--- config.mk ---
export PLATFORM = sky130hd
export DESIGN_NAME = ide_cycle_sequencer_flat
export DESIGN_NICKNAME = d
export VERILOG_FILES = /design/src/rtl/ide_cycle_sequencer_if.sv /design/src/rtl/ide_cycle_sequencer.sv /design/src/flat_wrapper.sv
export SDC_FILE = /design/constraint.sdc
export NUM_CORES = 1
export LEC_CHECK = 0
export BUFFER_PORTS_ARGS = -buffer_cell sky130_fd_sc_hd__buf_4
export CAP_MARGIN = 25
export CORE_ASPECT_RATIO = 1.1
export CORE_MARGIN = 1.5
export CORE_UTILIZATION = 50
export DETAILED_ROUTE_END_ITERATION = 8
export PLACE_DENSITY = 0.72
export SLEW_MARGIN = 5
export SYNTH_ARGS = -nofsm -noshare
export SYNTH_HDL_FRONTEND = slang
export SYNTH_SLANG_ARGS = --single-unit
--- constraint.sdc ---
create_clock -name CLK -period 4 [get_ports CLK]
set_clock_uncertainty 0.05 [all_clocks]
set_input_delay 0.4 -clock CLK [delete_from_list [all_inputs] [get_ports CLK]]
set_output_delay 0.4 -clock CLK [all_outputs]
set_load 0.02 [all_outputs]
--- src/rtl/ide_cycle_sequencer_if.sv ---
// Bus bundle between the Amiga-side decode/IDE buffers and the IDE cycle sequencer.
// The master side drives the 68k strobes, address, decode and drive IORDY;
// the slave side (the sequencer) drives the ATA strobes, ROM enable and dtack.
interface ide_cycle_sequencer_if;
  logic       AS_n;
  logic       UDS_n;
  logic       LDS_n;
  logic       RW;
  logic [4:0] ADDR;
  logic       ide_access;
  logic       IORDY;
  logic       IDE_CS0_n;
  logic       IDE_CS1_n;
  logic [2:0] IDE_DA;
  logic       IDE_IOR_n;
  logic       IDE_IOW_n;
  logic       ROM_OE_n;
  logic       dtack;
  logic       timeout_err;

  modport master (
    output AS_n, UDS_n, LDS_n, RW, ADDR, ide_access, IORDY,
    input  IDE_CS0_n, IDE_CS1_n, IDE_DA, IDE_IOR_n, IDE_IOW_n, ROM_OE_n, dtack, timeout_err
  );

  modport slave (
    input  AS_n, UDS_n, LDS_n, RW, ADDR, ide_access, IORDY,
    output IDE_CS0_n, IDE_CS1_n, IDE_DA, IDE_IOR_n, IDE_IOW_n, ROM_OE_n, dtack, timeout_err
  );
endinterface

--- src/rtl/ide_cycle_sequencer.sv ---
// Turns 68000 bus cycles in the autoconfigured IDE window into timed ATA PIO
// strobes or boot-ROM reads, and returns a registered dtack to the CPU side.
// ADDR[4:0] carries CPU address bits [16:12]: [4]=IDE/ROM, [3]=CS1/CS0, [2:0]=DA.
module ide_cycle_sequencer #(
  parameter int SETUP_CYC     = 1,
  parameter int STROBE_CYC    = 3,
  parameter int RECOVER_CYC   = 1,
  parameter int ROM_CYC       = 2,
  parameter int IORDY_TIMEOUT = 64
) (
  input  logic                 CLK,
  input  logic                 RESET_n,
  ide_cycle_sequencer_if.slave bus
);

  typedef enum logic [2:0] {
    S_IDLE, S_SETUP, S_STROBE, S_ACK, S_RECOVER, S_ROM_WAIT, S_ROM_ACK
  } state_t;

  // Largest count any state needs: the strobe minimum plus the full IORDY wait.
  localparam int CNT_A   = (STROBE_CYC + IORDY_TIMEOUT > SETUP_CYC) ? STROBE_CYC + IORDY_TIMEOUT : SETUP_CYC;
  localparam int CNT_B   = (RECOVER_CYC + 1 > ROM_CYC) ? RECOVER_CYC + 1 : ROM_CYC;
  localparam int CNT_MAX = (CNT_A > CNT_B) ? CNT_A : CNT_B;
  localparam int CNT_W   = $clog2(CNT_MAX + 1);

  logic             r_as_meta, r_as_s;
  logic             r_ds_meta, r_ds_s;
  logic             r_rdy_meta, r_rdy_s;
  state_t           r_state, w_next;
  logic [CNT_W-1:0] r_cnt;
  int               w_cnt_p1;
  logic             r_rw, r_cs1;
  logic             w_rw_next, w_cs1_next, w_latch, w_timeout;
  logic             r_cs0_n, r_cs1_n, r_ior_n, r_iow_n, r_rom_oe_n, r_dtack, r_timeout_err;
  logic [2:0]       r_da;

  // Cycles spent in the current state including this one, as a signed count.
  assign w_cnt_p1 = int'(r_cnt) + 1;

  // Two-flop synchronizers for the asynchronous 68k strobes and drive IORDY.
  // NOTE: sequential state uses non-blocking assignments so every flop samples pre-edge values.
  always_ff @(posedge CLK) begin
    if (!RESET_n) begin
      r_as_meta  <= 1'b0;
      r_as_s     <= 1'b0;
      r_ds_meta  <= 1'b0;
      r_ds_s     <= 1'b0;
      r_rdy_meta <= 1'b0;
      r_rdy_s    <= 1'b0;
    end else begin
      r_as_meta  <= ~bus.AS_n;
      r_as_s     <= r_as_meta;
      r_ds_meta  <= ~(bus.UDS_n & bus.LDS_n);
      r_ds_s     <= r_ds_meta;
      r_rdy_meta <= bus.IORDY;
      r_rdy_s    <= r_rdy_meta;
    end
  end

  // Next-state decision, cycle-attribute latching and timeout detection.
  // NOTE: every signal gets a default first so no path through the case can infer a latch.
  always_comb begin
    w_next    = r_state;
    w_timeout = 1'b0;
    unique case (r_state)
      S_IDLE: begin
        // A new cycle is only taken after the post-recovery idle gap has elapsed.
        if (r_as_s && r_ds_s && bus.ide_access && w_cnt_p1 >= RECOVER_CYC + 1) begin
          if (bus.ADDR[4])  w_next = S_SETUP;
          else if (bus.RW)  w_next = S_ROM_WAIT;
        end
      end
      S_SETUP: begin
        if (!r_as_s)                      w_next = S_RECOVER;
        else if (w_cnt_p1 >= SETUP_CYC)   w_next = S_STROBE;
      end
      S_STROBE: begin
        if (!r_as_s) begin
          w_next = S_RECOVER;
        end else if (w_cnt_p1 >= STROBE_CYC) begin
          if (r_rdy_s) begin
            w_next = S_ACK;
          end else if (w_cnt_p1 >= STROBE_CYC + IORDY_TIMEOUT) begin
            w_next    = S_ACK;
            w_timeout = 1'b1;
          end
        end
      end
      S_ACK:      if (!r_as_s) w_next = S_RECOVER;
      S_RECOVER:  if (w_cnt_p1 >= RECOVER_CYC) w_next = S_IDLE;
      S_ROM_WAIT: begin
        if (!r_as_s)                   w_next = S_IDLE;
        else if (w_cnt_p1 >= ROM_CYC)  w_next = S_ROM_ACK;
      end
      S_ROM_ACK:  if (!r_as_s) w_next = S_IDLE;
      default:    w_next = S_IDLE;
    endcase

    w_latch    = (r_state == S_IDLE) && (w_next == S_SETUP);
    w_rw_next  = w_latch ? bus.RW      : r_rw;
    w_cs1_next = w_latch ? bus.ADDR[3] : r_cs1;
  end

  // State register with a saturating counter cleared on every state entry.
  always_ff @(posedge CLK) begin
    if (!RESET_n) begin
      r_state <= S_IDLE;
      r_cnt   <= '0;
    end else begin
      r_state <= w_next;
      if (w_next != r_state)  r_cnt <= '0;
      else if (r_cnt != '1)   r_cnt <= r_cnt + 1'b1;
    end
  end

  // Registered outputs decoded from the state being entered, so they switch on the transition edge.
  always_ff @(posedge CLK) begin
    if (!RESET_n) begin
      r_rw          <= 1'b0;
      r_cs1         <= 1'b0;
      r_da          <= '0;
      r_cs0_n       <= 1'b1;
      r_cs1_n       <= 1'b1;
      r_ior_n       <= 1'b1;
      r_iow_n       <= 1'b1;
      r_rom_oe_n    <= 1'b1;
      r_dtack       <= 1'b0;
      r_timeout_err <= 1'b0;
    end else begin
      r_rw  <= w_rw_next;
      r_cs1 <= w_cs1_next;
      if (w_latch) r_da <= bus.ADDR[2:0];
      // Chip select spans SETUP through RECOVER; only one of the two is ever low.
      r_cs0_n <= ~((w_next inside {S_SETUP, S_STROBE, S_ACK, S_RECOVER}) && !w_cs1_next);
      r_cs1_n <= ~((w_next inside {S_SETUP, S_STROBE, S_ACK, S_RECOVER}) &&  w_cs1_next);
      // Read strobe stays low through ACK so the CPU latches stable data; write strobe ends at ACK.
      r_ior_n       <= ~((w_next inside {S_STROBE, S_ACK}) && w_rw_next);
      r_iow_n       <= ~((w_next == S_STROBE) && !w_rw_next);
      r_rom_oe_n    <= ~(w_next inside {S_ROM_WAIT, S_ROM_ACK});
      r_dtack       <= w_next inside {S_ACK, S_ROM_ACK};
      r_timeout_err <= w_timeout;
    end
  end

  assign bus.IDE_CS0_n   = r_cs0_n;
  assign bus.IDE_CS1_n   = r_cs1_n;
  assign bus.IDE_DA      = r_da;
  assign bus.IDE_IOR_n   = r_ior_n;
  assign bus.IDE_IOW_n   = r_iow_n;
  assign bus.ROM_OE_n    = r_rom_oe_n;
  assign bus.dtack       = r_dtack;
  assign bus.timeout_err = r_timeout_err;

endmodule

--- src/flat_wrapper.sv ---
// flat-port wrapper written by rule: the top's interface ports become plain ports
module ide_cycle_sequencer_flat 
#(
  parameter int SETUP_CYC     = 1,
  parameter int STROBE_CYC    = 3,
  parameter int RECOVER_CYC   = 1,
  parameter int ROM_CYC       = 2,
  parameter int IORDY_TIMEOUT = 64
)
  (CLK, RESET_n, bus_AS_n, bus_UDS_n, bus_LDS_n, bus_RW, bus_ADDR, bus_ide_access, bus_IORDY, bus_IDE_CS0_n, bus_IDE_CS1_n, bus_IDE_DA, bus_IDE_IOR_n, bus_IDE_IOW_n, bus_ROM_OE_n, bus_dtack, bus_timeout_err);
  ide_cycle_sequencer_if bus_i ();
  input  logic CLK;
  input  logic RESET_n;
  input wire logic [$bits(bus_i.AS_n)-1:0] bus_AS_n;
  input wire logic [$bits(bus_i.UDS_n)-1:0] bus_UDS_n;
  input wire logic [$bits(bus_i.LDS_n)-1:0] bus_LDS_n;
  input wire logic [$bits(bus_i.RW)-1:0] bus_RW;
  input wire logic [$bits(bus_i.ADDR)-1:0] bus_ADDR;
  input wire logic [$bits(bus_i.ide_access)-1:0] bus_ide_access;
  input wire logic [$bits(bus_i.IORDY)-1:0] bus_IORDY;
  output wire logic [$bits(bus_i.IDE_CS0_n)-1:0] bus_IDE_CS0_n;
  output wire logic [$bits(bus_i.IDE_CS1_n)-1:0] bus_IDE_CS1_n;
  output wire logic [$bits(bus_i.IDE_DA)-1:0] bus_IDE_DA;
  output wire logic [$bits(bus_i.IDE_IOR_n)-1:0] bus_IDE_IOR_n;
  output wire logic [$bits(bus_i.IDE_IOW_n)-1:0] bus_IDE_IOW_n;
  output wire logic [$bits(bus_i.ROM_OE_n)-1:0] bus_ROM_OE_n;
  output wire logic [$bits(bus_i.dtack)-1:0] bus_dtack;
  output wire logic [$bits(bus_i.timeout_err)-1:0] bus_timeout_err;
  assign bus_i.AS_n = bus_AS_n;
  assign bus_i.UDS_n = bus_UDS_n;
  assign bus_i.LDS_n = bus_LDS_n;
  assign bus_i.RW = bus_RW;
  assign bus_i.ADDR = bus_ADDR;
  assign bus_i.ide_access = bus_ide_access;
  assign bus_i.IORDY = bus_IORDY;
  assign bus_IDE_CS0_n = bus_i.IDE_CS0_n;
  assign bus_IDE_CS1_n = bus_i.IDE_CS1_n;
  assign bus_IDE_DA = bus_i.IDE_DA;
  assign bus_IDE_IOR_n = bus_i.IDE_IOR_n;
  assign bus_IDE_IOW_n = bus_i.IDE_IOW_n;
  assign bus_ROM_OE_n = bus_i.ROM_OE_n;
  assign bus_dtack = bus_i.dtack;
  assign bus_timeout_err = bus_i.timeout_err;
  ide_cycle_sequencer #(.SETUP_CYC(SETUP_CYC), .STROBE_CYC(STROBE_CYC), .RECOVER_CYC(RECOVER_CYC), .ROM_CYC(ROM_CYC), .IORDY_TIMEOUT(IORDY_TIMEOUT)) u_core (.CLK(CLK), .RESET_n(RESET_n), .bus(bus_i));
endmodule
==> run_results.csv <==
group,metric,value,unit
final_layout,fillCellCount,222,
yosys,yosysWarnings,0,
timing,max_freq,0.380,GHz
timing,finalHoldWorstSlack,165,ps
yosys,syn_area_per_cell,9.79,sq um
final_layout,finish.net_count,176,
clock_network,clock_latency,320,ps
timing,maxSlewViolCount,0,
clock_network,ctsHtreeMaxLevel,1,
clock_network,cts.repair.resized,0,
timing,post-route-min-period,2630,ps
placed_design,dp_hpwl,1.85,mm
clock_network,tritoncts,"built",
timing,setup_tns,0,ps
floorplan,die_h,57.7,um
yosys,synthArstFlopShare,0,
drt,firstDrtPassIters,4,
timing,worstMarginPinSlew,528,ps
power,total_power,0.000451,W
setup_path,cp_max_fo,9,
global_routing,track_usage,0.185,
timing,rsz0062_at_grt,"no",
global_routing,grt-ovfl-total,0,
yosys,ys_seq_area_frac,0.412,
floorplan,rows,19,
clock_network,cts_buffers,3,
timing,setup_viol,0,
final_layout,multi_input_area,716,sq um
setup_path,cp.arrival,2850,ps
yosys,synth_edf_count,0,
clock_network,ctsHoldBuffers,0,
global_routing,grt_pass1_vias,985,
setup_path,worst_ep_required_time,4220,ps
yosys,synth_cells,139,
yosys,ys_seq_elements,28,
yosys,synth_fp_nets,156,
floorplan,start_util,0.535,
drt,vias_per_cell,5.54,
timing,finalCritPeriodShare,0.658,
yosys,ys_types,45,
floorplan,dieWidth,52.8,um
clock_network,clkTransAtPathRegs,140,ps
floorplan,die-area,3040,sq um
floorplan,core-area,2540,sq um
clock_network,clockRootBuffer,"clkbuf_4",
timing,finalHoldViolations,0,
timing,slew_headroom,0.643,
final_layout,final_common_cell,"dfxtp_1",
power,leakagePower,0.647,nW
clock_network,cts.path.max_buffers,2,
flow_run,drv_cap,0,
final_layout,largest_reg_flops,7,
drt,ant_nets,0,
power,peakVddDrop,0.233,mV
drt,drt_iter0_drc,24,
setup_path,start_kind,"register",
yosys,synth_area,1360,sq um
global_routing,grt_max_degree,19,
final_layout,drive_above_1_share,0.261,
setup_path,end_kind,"register",
drt,routed_wl,2.41,mm
drt,route.detailed.drc,0,
placed_design,io_buffers,22,
drt,dr_total_vias,1042,
final_layout,final_cell_mix,"28 x dfxtp_1, 22 x buf_4, 8 x a21oi_1",
floorplan,io_pins,23,
final_layout,seqCellArea,561,sq um
clock_network,cts.sinks,28,
worst_hold_path,hold_path.class,"in2reg",
global_routing,antenna_found_initial,0,
final_layout,regMostFlops,"u_core.r_cnt",
final_layout,diodes,0,
clock_network,cts_setup_buffers,0,
placed_design,routabilityCongestion,0.820,
drt,wl_per_cell,12.8,um
yosys,synth_ff_type,"dfxtp_1",
run_status,status,"finished, final reports clean",
setup_path,worstSetupPathType,"reg2reg",
final_layout,areaGrowthSynthToFinish,11.8,%
power,pwr_density_cell,296,nW/um^2
global_routing,grt_pass1_wl,4.27,mm
==> cells in the mapped netlist, types with 3 or more instances <==
cell       n  share of area
o211ai_1   3          0.017
or2_2      4          0.018
nand3_1    5          0.018
nor2b_1    7          0.032
inv_1      5          0.014
nor2_1     7          0.019
dfxtp_1   28           0.41
ha_1       4          0.037
mux2i_1    5          0.037
a21oi_1    8          0.029
and2_1     7          0.032
xnor2_1    6          0.039
nand2_1    6          0.017
buf_6      4          0.033
==> critical path, cell delays in order, from the launching register on <==
cell and delay (ps):
dfxtp_1 430, or4_4 580, or4_4 510, o221ai_1 230, a22oi_2 150, xnor2_1 160
a211o_2 340, a21oi_1 140
==> path summary, 6_finish.rpt <==
path	startpoint	endpoint	slack, ps	cells after the start
worst max-delay path	u_core.r_cnt[3]	u_core.r_cnt[2]	1370	7
worst min register to register	u_core.r_rdy_meta	u_core.r_rdy_s	400	1
worst max register to register	u_core.r_cnt[3]	u_core.r_cnt[2]	1370	7
worst min-delay path	bus_AS_n	u_core.r_as_meta	160	2
==> layer usage <==
metal  up-vias  routed length [um]  global-route usage
li1        529                   -                   -
met1       474                1120               0.251
met2        35                1120               0.302
met3         4                 143              0.0232
met4         0                  29              0.0659
met5         -                   0                   0
==> per-stage QoR <==
step	instances	setup WS, ps	util	cell area, sq um
final	188	1370	0.598	1520
after global routing	188	1200	0.598	1520
after CTS	188	1360	0.598	1520
after detailed placement	185	1400	0.589	1500
after global placement	185	1450	0.589	1500
after floorplan	139	1540	-	1360
==> kinds of logic (layout without fill, tap and decap cells) <==
family          Yosys count  in the layout  synth area share
simple gates             56             56             0.260
flops                    28             28             0.412
compound gates           26             26             0.141
buf+inv                  12             30            0.0625
xor+xnor                  8              8            0.0515
mux                       5              5            0.0368
fa+ha+maj                 4              4            0.0368
==> layout make-up <==
class / count / share of cell area
flip-flops and latches: 28 / 0.368
multi-input cells: 99 / 0.470
clock buffers: 3 / 0.0148
inverters: 5 / 0.0123
repair buffers: 22 / 0.109
well taps: 31 / 0.0255
==> report_power, final <==
group	switching [W]	leakage (nW)	internal, W
clock	0.0000771	0.0138	0.0000353
combinational	0.0000226	0.406	0.0000249
sequential	0.00000562	0.228	0.000285
total	0.000105	0.647	0.000346
Power figures use the tool's default switching activity.
